**config.mk**
```make
export PLATFORM = sky130hd
export DESIGN_NAME = writeback_stage
export DESIGN_NICKNAME = d
export VERILOG_FILES = /design/src/rtl/writeback_stage.sv
export SDC_FILE = /design/constraint.sdc
export NUM_CORES = 1
export LEC_CHECK = 0
export ABC_AREA = 1
export CELL_PAD_IN_SITES_DETAIL_PLACEMENT = 0
export CELL_PAD_IN_SITES_GLOBAL_PLACEMENT = 1
export CORE_AREA = 2 2 148 150
export DETAILED_ROUTE_END_ITERATION = 7
export DIE_AREA = 0 0 150 152
export GPL_ROUTABILITY_DRIVEN = 0
export PLACE_DENSITY = 0.77
export REMOVE_ABC_BUFFERS = 1
export SETUP_SLACK_MARGIN = 0.05
export SLEW_MARGIN = 20
export SYNTH_ARGS = -nofsm -noshare
export SYNTH_HDL_FRONTEND = slang
export SYNTH_SLANG_ARGS = --single-unit
```
**constraint.sdc**
```tcl
create_clock -name clk -period 4.7 [get_ports clk]
set_clock_uncertainty 0.05 [all_clocks]
set_input_delay 0.94 -clock clk [delete_from_list [all_inputs] [get_ports clk]]
set_output_delay 0.94 -clock clk [all_outputs]
set_load 0.03 [all_outputs]
```
**src/rtl/writeback_stage.sv**
```systemverilog
// MEM/WB stage: retires ALU/link results 1 cycle after acceptance, loads 1 cycle after dmem_rvalid.
// Backpressure: mem_ready is low while a load waits for its data; no new instruction is taken then.
module writeback_stage #(
  parameter int XLEN         = 32,
  parameter int NREG_BITS    = 6,
  parameter int ZERO_REG_IDX = 0
) (
  input  logic                 clk,
  input  logic                 rst,
  input  logic                 mem_valid,
  output logic                 mem_ready,
  input  logic [NREG_BITS-1:0] mem_rd,
  input  logic [1:0]           mem_wb_sel,
  input  logic [XLEN-1:0]      mem_alu_result,
  input  logic [XLEN-1:0]      mem_pc_plus4,
  input  logic [1:0]           mem_load_size,
  input  logic                 mem_load_unsigned,
  input  logic                 dmem_rvalid,
  input  logic [XLEN-1:0]      dmem_rdata,
  output logic [NREG_BITS-1:0] WB_rd,
  output logic [XLEN-1:0]      WB_data,
  output logic                 wb_valid,
  output logic [31:0]          wb_retire_count
);

  localparam logic [NREG_BITS-1:0] NO_WRITE = NREG_BITS'(ZERO_REG_IDX);

  typedef enum logic {S_IDLE, S_WAIT_LOAD} state_t;

  state_t                r_state;
  state_t                w_next_state;
  logic                  w_accept;
  logic                  w_is_load;
  logic                  w_load_done;
  logic                  w_retire;
  logic [NREG_BITS-1:0]  r_ld_rd;
  logic [1:0]            r_ld_addr;
  logic [1:0]            r_ld_size;
  logic                  r_ld_uns;
  logic [7:0]            w_byte;
  logic [15:0]           w_half;
  logic [XLEN-1:0]       w_ld_data;
  logic [XLEN-1:0]       w_alu_pc;
  logic [NREG_BITS-1:0]  r_wb_rd;
  logic [XLEN-1:0]       r_wb_data;
  logic                  r_wb_vld;
  logic [31:0]           r_retire_count;

  always_ff @(posedge clk or posedge rst) begin
    if (rst) r_state <= S_IDLE;
    else     r_state <= w_next_state;
  end

  assign w_is_load = (mem_wb_sel == 2'b01);

  always_comb begin
    w_next_state = r_state;
    case (r_state)
      S_IDLE:      if (mem_valid && w_is_load) w_next_state = S_WAIT_LOAD;
      S_WAIT_LOAD: if (dmem_rvalid)            w_next_state = S_IDLE;
      default:                                 w_next_state = S_IDLE;
    endcase
  end

  always_comb begin
    mem_ready   = (r_state == S_IDLE);
    w_accept    = (r_state == S_IDLE) && mem_valid;
    w_load_done = (r_state == S_WAIT_LOAD) && dmem_rvalid;
  end

  // Halfword ignores a[0]: misaligned halves silently read the containing half.
  always_comb begin
    case (r_ld_addr)
      2'd0:    w_byte = dmem_rdata[7:0];
      2'd1:    w_byte = dmem_rdata[15:8];
      2'd2:    w_byte = dmem_rdata[23:16];
      default: w_byte = dmem_rdata[31:24];
    endcase
    w_half = r_ld_addr[1] ? dmem_rdata[31:16] : dmem_rdata[15:0];
    case (r_ld_size)
      2'b00:   w_ld_data = {{(XLEN-8){~r_ld_uns & w_byte[7]}}, w_byte};
      2'b01:   w_ld_data = {{(XLEN-16){~r_ld_uns & w_half[15]}}, w_half};
      default: w_ld_data = dmem_rdata;
    endcase
  end

  assign w_alu_pc = (mem_wb_sel == 2'b10) ? mem_pc_plus4 : mem_alu_result;
  assign w_retire = (w_accept && !w_is_load) || w_load_done;

  always_ff @(posedge clk or posedge rst) begin
    if (rst) begin
      r_ld_rd   <= NO_WRITE;
      r_ld_addr <= 2'b00;
      r_ld_size <= 2'b00;
      r_ld_uns  <= 1'b0;
    end else if (w_accept && w_is_load) begin
      r_ld_rd   <= mem_rd;
      r_ld_addr <= mem_alu_result[1:0];
      r_ld_size <= mem_load_size;
      r_ld_uns  <= mem_load_unsigned;
    end
  end

  // WB_data holds between writes; only rd/valid fall back to "no write".
  always_ff @(posedge clk or posedge rst) begin
    if (rst) begin
      r_wb_rd   <= NO_WRITE;
      r_wb_data <= '0;
      r_wb_vld  <= 1'b0;
    end else if (w_load_done) begin
      r_wb_rd   <= r_ld_rd;
      r_wb_data <= w_ld_data;
      r_wb_vld  <= 1'b1;
    end else if (w_accept && !w_is_load) begin
      r_wb_rd   <= mem_rd;
      r_wb_data <= w_alu_pc;
      r_wb_vld  <= 1'b1;
    end else begin
      r_wb_rd   <= NO_WRITE;
      r_wb_vld  <= 1'b0;
    end
  end

  always_ff @(posedge clk or posedge rst) begin
    if (rst)           r_retire_count <= 32'd0;
    else if (w_retire) r_retire_count <= r_retire_count + 32'd1;
  end

  assign WB_rd           = r_wb_rd;
  assign WB_data         = r_wb_data;
  assign wb_valid        = r_wb_vld;
  assign wb_retire_count = r_retire_count;

endmodule

```
## Word-level counts from Yosys, hierarchy flattened

Cells that the tools add are included.
W data, S select, Z words.

- Add/subtract/negate cells: 1
- Eq/ne operators: 5
- Mux-type cells: 13
- Bitwise operators: 4
- Reduce and logical (&&, ||, !) cells: 10

Operator list:

| operator | number |
|---|---|
| $mux W32 | 3 |
| $pmux W32 S2 | 1 |
| $add A32 B1 Y32 const B | 1 |
| $pmux W8 S3 | 1 |
| $mux W16 | 1 |
| $mux W6 | 2 |
| $eq A2 B1 Y1 const B | 3 |
| $logic_and A1 B1 Y1 | 5 |
| $eq A2 B2 Y1 const B | 2 |
| $logic_not A2 Y1 | 2 |
| $mux W1 | 4 |
| $and A1 B1 Y1 | 2 |
| $not A1 Y1 | 2 |
| $pmux W1 S2 | 1 |
| $reduce_bool A2 Y1 | 1 |
| $logic_not A1 Y1 | 1 |
| $logic_or A1 B1 Y1 | 1 |

- Bits in registers: 83
- Input port bits: 111

## Logic depth before layout (Yosys ltp)

Gate-level depths: netlist (run 1).

- Depth after elaboration: 5
- Depth in mapped cells: 12
- Gate-level depth less buffers: 10

## Least setup slack after synthesis (run 1)

Ideal clock, no wire load.

- Path type: input to register
- From: input port mem_wb_sel[1]
- To: register r_wb_data[1], in the netlist WB_data[1]
- Setup time: 132 ps
- Arrival time: 1771 ps
- Required time: 4518 ps
- Path slack: 2747 ps
- Cell stages on the path: 7
- Path buffers: 1
- Path through: inv_1 > nor2_1 > inv_1 > clkbuf_1 > nor2_1 > o21ai_0 > o21bai_1

- Longest elaborated chain between the ends: 4
- Elaborated cells between the ends (all ways): 8

Ends and longest elaborated chain:

| element | RTL line | source |
|---|---|---|
| start, declared | 13 | `input logic [1:0] mem_wb_sel,` |
| $eq A2 B2 Y1 or $eq A2 B1 Y1 (tied branches) | 87, 54 |  |
| $mux W32 or $logic_not A1 Y1 (tied branches) | 87, 114 |  |
| $mux W32 or $logic_and A1 B1 Y1 (tied branches) | 114 | `end else if (w_accept && !w_is_load) begin` |
| $mux W32 or $reduce_bool A2 Y1 (tied branches) | - |  |
| end signal, assigned | 112 | `r_wb_data <= w_ld_data;` |
| end signal, assigned | 116 | `r_wb_data <= w_alu_pc;` |
| end, declared | 45 | `logic [XLEN-1:0] r_wb_data;` |

Several ways; a longest one is shown, not always the timed one. The select of a mux whose other input is x is not followed.
A chain may end at the register's enable or synchronous reset.

## Worst setup path after layout (run 1)

- From: input port dmem_rvalid
- To: register r_retire_count[25], in the netlist wb_retire_count[25]

- Longest elaborated chain between the ends: 2

Ends and longest elaborated chain:

| element | RTL line | source |
|---|---|---|
| start, declared | 18 | `input logic dmem_rvalid,` |
| $logic_and A1 B1 Y1 | 68 | `w_load_done = (r_state == S_WAIT_LOAD) && dmem_rvalid;` |
| $logic_or A1 B1 Y1 | 88 | `assign w_retire = (w_accept && !w_is_load) \|\| w_load_done;` |
| end signal, assigned | 126 | `else if (w_retire) r_retire_count <= r_retire_count + 32'd1;` |
| end, declared | 47 | `logic [31:0] r_retire_count;` |

Every way passes these cells.

==> qor.csv, run 1 <==
metric;value;unit
Worst-path clk slew;70;ps
initial core utilization;24.41;%
slowest CP cell;a21oi_4;
synthesized area per cell;7.014;sq um
max cap viols;0;
top cells by area, synth;dfrtp_1, nand2_1, nand3_1, nor2_1, o21ai_0;
routed vias/inst;4.505;
clock power share;29.1;%
fin util;35.28;%
Leak Pwr;3.265;nW
Slew Viols, Final;0;
Worst Setup SP;dmem_rvalid;
Die Wd;150;um
startpoint types;primary input;
CTS tree;built;
CTS Sinks;83;
most frequent cells in the layout;nand2_1, clkdlybuf4s50_1, dfrtp_1, nor2_1, nand3_1;
Post-synth EDFFs;0;
via count;5375;
cts repair resizes;0;
vias in the first global route;5299;
worst path required time;4930;ps
synthesized area;0.005211;sq mm
# hold bufs at CTS;0;
die area;0.02280;sq mm
Reg2Reg Launch Point;r_state;
drt first-iter violations;294;
Post-synth ARST share;100.0;%
largest area contributor in the synthesized netlist;dfrtp_1;
Worst EP arrival;3420;ps
DRT Pass-1 Iters;5;
worst path cell trace;clkdlybuf4s50_1 > nand2_4 > inv_2 > a21oi_4 > buf_4 > buf_4 > nand2_1 > nand2_1;
Final nets;1019;
IO Pins;183;
outcome;finished, final reports clean;
RSZ-0062 raised after global routing;no;
Reg power frac;35.6;%
first-pass GRT wire length;29820;um
power share of the combinational group;35.3;%
total grt overflow;0;
Sw Ratio;37.81;%
peak fanout along the critical path;55;
P_int;1.633;mW
setup_tns;0;ps
insertion delay of the later-clocked pin in the worst-skew pair;350;ps
area taken by multi-input logic gates;0.002749;sq mm
CP Class;in -> reg;
critical path endpoint category;flip-flop;
DP Worst Slack;1106;ps
ANT nets after route;0;
Post-CTS Setup Inserts;0;
post-DR wirelength/cell;15.64;um
# rows;54;
register bit total from synthesis;83;
Final period util;67.93;%
die height;152;um
Register Area;0.002077;sq mm
root buffer cell;clkbuf_16;
Fill cells;2324;
dpl hpwl;13970;um
area grow syn2layout;44.56;%
layout cells sized above 1;7.675;%
initial antenna violation count;1;
CTS H-Tree Depth;3;
slew margin rel.;45.22;%
IO buf count;182;
Seq/Total Area, Yosys;39.86;%
power per standard cell area;348.6;mW/mm^2
Netlist cell types;39;
Mapped Cells;743;
GRT Resource Usage Total;16.83;%
Hold Startpoint;r_ld_rd[1];
max incr delay on CP;560;ps
P_sw;0.9928;mW
Total Routed Length;18660;um
final setup margin;1508;ps
most common cell after layout, fill and taps aside;nand2_1;
DRC Markers;0;
Hold Path Class;reg -> reg;
Clock Path Buffers;2;
Hold Vio Cnt, Final;0;
Max IR drop VDD;0.1835;mV
Core Box Area;0.02135;sq mm
minimum clock period;3192;ps
CTS Buf Count;9;
pin count of the biggest net entering global routing;56;
Syn. warnings;0;
fmax;313.2;MHz
top-area cell type share of the netlist area;39.86;%
Post-synth top flop;dfrtp_1;
Worst-Margin Slew;819.4;ps
Final setup viols;0;
-- synth_stat cells, types with 7 or more instances --
master    instances
inv_1            40
dfrtp_1          83
nand2_1         241
nand2_2          10
nor2_2            9
nor2_1           84
buf_2             7
nand3b_1         12
clkbuf_1         14
xor2_1            8
a21oi_1          43
xnor2_1           7
nand4_1           8
nand3_1          64
o21ai_0          54
-- registers in the layout, indices dropped and copies added, names as in the netlist --
| register | cells |
|---|---|
| wb_retire_count | 32 |
| WB_data | 32 |
| r_ld_addr | 2 |
| wb_valid | 1 |
| r_ld_size | 2 |
| r_ld_rd | 6 |
| r_ld_uns | 1 |
| r_state | 1 |
| WB_rd | 6 |
-- critical path: cells and delay by family --
kind	cells	cell delay [ps]
buffers and inverters	4	1300
AND/OR/NAND/NOR	3	610
AO/OA/AOI/OAI	1	560
-- per-stage QoR --
step                cell area [sq um]  hold slack [ps]  total power [mW]  std cells
floorplan                        4994            403.4             1.442        708
global placement                 7222            414.7             1.882       1176
detailed placement               7222            418.3             1.887       1176
CTS                              7531            434.5             2.663       1192
global route                     7533            458.5             2.788       1193
finish                           7533            428.0             2.626       1193
-- cell type report --
class / count / share of cell area [%]
Inverter: 46 / 2.375
Multi-Input combinational cell: 579 / 36.49
Sequential cell: 83 / 27.57
Antenna cell: 1 / 0.03322
Timing Repair Buffer: 188 / 24.78
Clock buffer: 9 / 2.990
Clock inverter: 7 / 1.113
Tap cell: 280 / 4.650
-- power groups by stage --
stage	clock [mW]	combinational (mW)	sequential, mW
finish	0.763	0.928	0.935
floorplan	0	0.311	1.13
detailed placement	0	0.939	0.949
global placement	0	0.931	0.951
CTS	0.785	0.941	0.938
global route	0.821	1.01	0.955
-- logic make-up (layout without fill, tap and decap cells) --
logic type	Yosys count	after routing	synth area share, %
xor+xnor	15	15	2.521
fa+ha+maj	1	1	0.2401
buf+inv	81	250	7.587
other cells	0	1	0
flops	83	83	39.86
simple gates	450	450	38.32
compound gates	113	113	11.48
-- path summary, 6_finish.rpt --
check	slack, ps	cells past startpoint	end
worst max-delay path	1510	8	wb_retire_count[25]
worst min-delay path	430	2	WB_rd[1]
worst max register to register	2110	7	wb_retire_count[25]
worst min register to register	430	2	WB_rd[1]
max in group asynchronous	2580	3	wb_valid
min in group asynchronous	960	2	WB_data[11]
-- per-layer routing --
metal / up-vias / wire length (um) / GRT usage [%]
li1: 2727 / - / -
met1: 2450 / 8111 / 22.32
met2: 185 / 8818 / 26.96
met3: 13 / 1529 / 4.895
met4: 0 / 204 / 4.043
met5: - / 0 / 0
No activity file was read; power rests on OpenSTA's default activity.
==> run 2, diff against run 1 <==
--- a/config.mk
+++ b/config.mk
@@ -12,7 +12,7 @@
 export DETAILED_ROUTE_END_ITERATION = 7
 export DIE_AREA = 0 0 150 152
 export GPL_ROUTABILITY_DRIVEN = 0
-export PLACE_DENSITY = 0.77
+export PLACE_DENSITY = 0.79
 export REMOVE_ABC_BUFFERS = 1
 export SETUP_SLACK_MARGIN = 0.05
 export SLEW_MARGIN = 20
==> constraint.sdc (replaced) <==
create_clock -name clk -period 2.7 [get_ports clk]
set_clock_uncertainty 0.05 [all_clocks]
set_input_delay 0.54 -clock clk [delete_from_list [all_inputs] [get_ports clk]]
set_output_delay 0.54 -clock clk [all_outputs]
set_load 0.03 [all_outputs]
==> run 2 against run 1 <==
Hold slack gained 2.1 ps. First-iteration DRC count shrank 22%. Die area is the same. Worst setup slack lost 970 ps. Total power grew 77%. Final cell count grew 0.84%. Clock-buffer cell count is the same. Sequential share of layout area shrank 0.42 points. Sequential power grew 75%. Via count grew 0.78%. Core utilization grew 0.55 points. Clock power grew 81%. Critical endpoint is now wb_retire_count[26]. Highest routed layer is now met5.
==> qor.csv, run 2 (synthesis gave the netlist of run 1 again) <==
metric;value;unit
startpoint types;flip-flop;
drt first-iter violations;230;
CTS Sinks;83;
RSZ-0062 raised after global routing;no;
cts repair resizes;0;
Final nets;1029;
Total Routed Length;18790;um
CTS Buf Count;9;
Slew Viols, Final;0;
post-DR wirelength/cell;15.62;um
Clock Path Buffers;2;
insertion delay of the later-clocked pin in the worst-skew pair;360;ps
dpl hpwl;14480;um
Worst-path clk slew;60;ps
Worst EP arrival;1580;ps
via count;5417;
slew margin rel.;64.26;%
# hold bufs at CTS;0;
# rows;54;
pin count of the biggest net entering global routing;48;
most common cell after layout, fill and taps aside;nand2_1;
Hold Vio Cnt, Final;0;
critical path endpoint category;output port;
peak fanout along the critical path;7;
GRT Resource Usage Total;17.11;%
CTS H-Tree Depth;3;
Fill cells;2307;
Buf/Inv on CP;1;
routed vias/inst;4.503;
power per standard cell area;608.3;mW/mm^2
Leak Pwr;3.321;nW
kind of cell adding the most delay to the critical path;buffers and inverters;
slowest CP cell;clkdlybuf4s50_1;
die height;152;um
Hold Path Class;reg -> reg;
Post-CTS Setup Inserts;0;
ANT nets after route;0;
most frequent cells in the layout;nand2_1, clkdlybuf4s50_1, dfrtp_1, nor2_1, nand3_1;
fmax;461.6;MHz
critical path depth;1;
max incr delay on CP;730;ps
outcome;finished, final reports clean;
CTS tree;built;
Register Area;0.002077;sq mm
Worst-Margin Slew;535.5;ps
total grt overflow;0;
Hold Slack;430.1;ps
Final setup viols;0;
DRC Markers;0;
CP Class;reg -> out;
initial core utilization;24.41;%
initial antenna violation count;2;
area taken by multi-input logic gates;0.002749;sq mm
IO Pins;183;
die area;0.02280;sq mm
DP Worst Slack;373.7;ps
max cap viols;0;
vias in the first global route;5434;
R2R depth;9;
worst path required time;2110;ps
root buffer cell;clkbuf_16;
IO buf count;182;
Placed Cells;1186;
Die Wd;150;um
Pwr Total;4.653;mW
worst path cell trace;clkdlybuf4s50_1;
first-pass GRT wire length;30350;um
area grow syn2layout;46.79;%
final setup margin;533.8;ps
Final Non-Filler Cells;1203;
layout cells sized above 1;8.568;%
minimum clock period;2166;ps
Max IR drop VDD;0.2987;mV
Core Box Area;0.02135;sq mm
DRT Pass-1 Iters;5;
hold path depth;2;
Final period util;80.23;%
[run 2: cell types whose count changed in the layout (fill, tap and decap cells not counted)]
| cell | before | now |
|---|---|---|
| buf_12 | 0 | 2 |
| buf_4 | 6 | 14 |
| clkinv_4 | 1 | 0 |
| inv_6 | 3 | 2 |
| inv_1 | 38 | 39 |
| inv_8 | 2 | 1 |
| inv_2 | 6 | 5 |
| clkinvlp_4 | 0 | 2 |
| bufinv_16 | 1 | 2 |
[run 2: through the flow]
stage          setup TNS, ps  util [%]  instance area (sq um)
2_1_floorplan          -2287         -                   4994
3_5_place_dp               0     34.29                   7322
6_report                   0     35.83                   7650
5_1_grt                    0     35.82                   7647
3_3_place_gp               0     34.29                   7322
4_1_cts                    0     35.82                   7647
[run 2: final timing paths]
path	start	endpoint	slack (ps)
max reg2reg	r_ld_size[1]	WB_data[29]	800
max in group asynchronous	rst	wb_retire_count[23]	1470
min reg2reg	WB_data[28]	WB_data[28]	430
max	wb_retire_count[26]	wb_retire_count[26]	530
min in group asynchronous	rst	WB_rd[5]	480
min	WB_data[28]	WB_data[28]	430
[run 2: routing by layer]
layer / vias to the layer above / share of wire [%] / GRT usage, %
li1: 2739 / - / -
met1: 2465 / 43 / 22.36
met2: 191 / 46 / 27.29
met3: 20 / 9.0 / 6.036
met4: 2 / 1.3 / 3.594
met5: - / 0.069 / 0
[run 2: final cells by class]
| cell class | count | share of cell area, % |
|---|---|---|
| Clock inverter | 7 | 1.308 |
| Multi-Input combinational cell | 579 | 35.93 |
| Tap cell | 280 | 4.580 |
| Clock buffer | 9 | 2.944 |
| Inverter | 46 | 2.339 |
| Sequential cell | 83 | 27.15 |
| Antenna cell | 1 | 0.03271 |
| Timing Repair Buffer | 198 | 25.71 |
[run 2: worst register-to-register path: cells and delay by family (launching register included)]
kind / cells / cell delay [ps]
buffers and inverters: 1 / 230
flip-flops: 1 / 650
AND/OR/NAND/NOR: 8 / 880
[run 2: report_power, final]
| group | switching (mW) | internal [mW] | total (mW) |
|---|---|---|---|
| sequential | 0.192 | 1.44 | 1.64 |
| clock | 0.562 | 0.819 | 1.38 |
| combinational | 0.957 | 0.679 | 1.64 |
| total | 1.71 | 2.94 | 4.65 |
==> run 3, diff against run 2 <==
--- a/config.mk
+++ b/config.mk
@@ -12,7 +12,7 @@
 export DETAILED_ROUTE_END_ITERATION = 7
 export DIE_AREA = 0 0 150 152
 export GPL_ROUTABILITY_DRIVEN = 0
-export PLACE_DENSITY = 0.79
+export PLACE_DENSITY = 0.77
 export REMOVE_ABC_BUFFERS = 1
 export SETUP_SLACK_MARGIN = 0.05
 export SLEW_MARGIN = 20
==> constraint.sdc (replaced) <==
create_clock -name clk -period 2 [get_ports clk]
set_clock_uncertainty 0.05 [all_clocks]
set_input_delay 0.4 -clock clk [delete_from_list [all_inputs] [get_ports clk]]
set_output_delay 0.4 -clock clk [all_outputs]
set_load 0.03 [all_outputs]
==> run 3 against run 2 <==
Sequential power grew 34%. First-iteration DRC count grew 13%. Critical path type unchanged. Largest cell class unchanged. Combinational power grew 38%. Clock-buffer cell count grew 1. Global-route usage shrank 0.22 points. Highest routed layer is now met4. Via count grew 1.3%. Design area grew 2.2%. Critical path depth is the same. Critical endpoint is now WB_data[10].
==> qor.csv, run 3 (synthesis gave the netlist of run 1 again) <==
metric;value;unit
Max IR drop VDD;0.3510;mV
CTS H-Tree Depth;3;
CTS Sinks;83;
CTS Buf Count;9;
vias in the first global route;5384;
setup_tns;0;ps
worst path cell trace;clkdlybuf4s50_1;
Leak Pwr;3.669;nW
die height;152;um
total grt overflow;0;
fin util;36.63;%
insertion delay of the later-clocked pin in the worst-skew pair;350;ps
initial core utilization;24.41;%
FF-to-FF End;WB_data[12];
Register Area;0.002077;sq mm
most frequent cells in the layout;nand2_1, clkdlybuf4s50_1, dfrtp_1, nor2_1, nand3_1;
Slew Viols, Final;0;
kind of cell adding the most delay to the critical path;buffers and inverters;
met1 wire length;8498;um
layout cells sized above 1;9.646;%
area taken by multi-input logic gates;0.002749;sq mm
Hold Vio Cnt, Final;0;
final setup margin;105.3;ps
DRT Pass-1 Iters;4;
max cap viols;0;
CP Class;reg -> out;
Clock Path Buffers;2;
met2 wire len;8743;um
dpl hpwl;14780;um
initial antenna violation count;0;
routed vias/inst;4.523;
Post-CTS Setup Inserts;0;
ANT nets after route;0;
Die Wd;150;um
IO buf count;182;
post-DR wirelength/cell;15.63;um
outcome;finished, final reports clean;
Post-Place Cell Area;0.007480;sq mm
DP Worst Slack;-37.34;ps
Worst-path clk slew;70;ps
minimum clock period;1895;ps
Reg2Reg Launch Point;r_ld_size[0];
Hold Path Class;in -> async;
peak fanout along the critical path;2;
GRT Resource Usage Total;16.89;%
Worst EP arrival;1440;ps
power per standard cell area;812.4;mW/mm^2
via count;5487;
CTS tree;built;
DRC Markers;0;
Worst R2R Setup Slack;250;ps
area grow syn2layout;50.06;%
Fill cells;2307;
Final Non-Filler Cells;1213;
uppermost layer routed;met4;
die area;0.02280;sq mm
R2R depth;9;
# rows;54;
worst path required time;1550;ps
slowest CP cell;clkdlybuf4s50_1;
RSZ-0062 raised after global routing;no;
first-pass GRT wire length;29750;um
Final setup viols;0;
most common cell after layout, fill and taps aside;nand2_1;
Placed Cells;1197;
Met3 Wirelength;1405;um
fmax;527.8;MHz
Core Box Area;0.02135;sq mm
Final period util;94.73;%
diodes inserted;0;
root buffer cell;clkbuf_16;
Total Routed Length;18960;um
critical path endpoint category;output port;
Buf/Inv on CP;1;
drt first-iter violations;260;
Pwr Total;6.353;mW
startpoint types;flip-flop;
Final nets;1040;
Hold Slack;334.3;ps
pin count of the biggest net entering global routing;36;
slew margin rel.;68.88;%
max incr delay on CP;740;ps
final instance area;0.007820;sq mm
Worst-Margin Slew;466.3;ps
Worst Setup SP;WB_data[10];
IO Pins;183;
[run 3: cell types whose count changed in the layout (fill, tap and decap cells not counted), sizes merged]
cell | before | now
buf | 16 | 27
clkbuf | 9 | 10
clkdlybuf4s50 | 182 | 151
clkinv | 2 | 1
diode | 1 | 0
dlygate4sd2 | 0 | 19
dlymetal6s2s | 0 | 12
[run 3: worst max-delay path by stage]
| stage | cells after the start | slack [ps] | to |
|---|---|---|---|
| after floorplan | 1 | -590 | WB_data[0] |
| after global placement | 8 | 10 | wb_retire_count[3] |
| after detailed placement | 8 | -40 | wb_retire_count[3] |
| after CTS | 1 | 50 | wb_retire_count[16] |
| after global routing | 1 | 50 | wb_retire_count[31] |
| final | 1 | 110 | WB_data[10] |
[run 3: routing by layer]
| layer | vias up | global-route usage, % |
|---|---|---|
| met2 | 188 | 27.07 |
| met5 | - | 0 |
| met4 | 0 | 4.447 |
| met3 | 15 | 5.045 |
| li1 | 2764 | - |
| met1 | 2520 | 22.14 |
[run 3: power by group]
group	internal, mW	switching [mW]	total [mW]
combinational	0.951	1.31	2.26
clock	1.14	0.762	1.90
sequential	1.95	0.239	2.19
[run 3: final cells by class]
cell class,count,area share (%)
repair buffers,209,27.25
well taps,280,4.480
multi-input cells,579,35.15
clock buffers,10,3.056
inverters,46,2.288
clock inverters,6,1.216
flip-flops and latches,83,26.56
[run 3: repair_timing]
action | 4_1_cts | 5_1_grt
resized for setup | 19 | 12
hold buffers | 0 | 0
hold endpoints to repair | 0 | 0
cloned | 0 | 0
setup endpoints to repair | 19 | 12
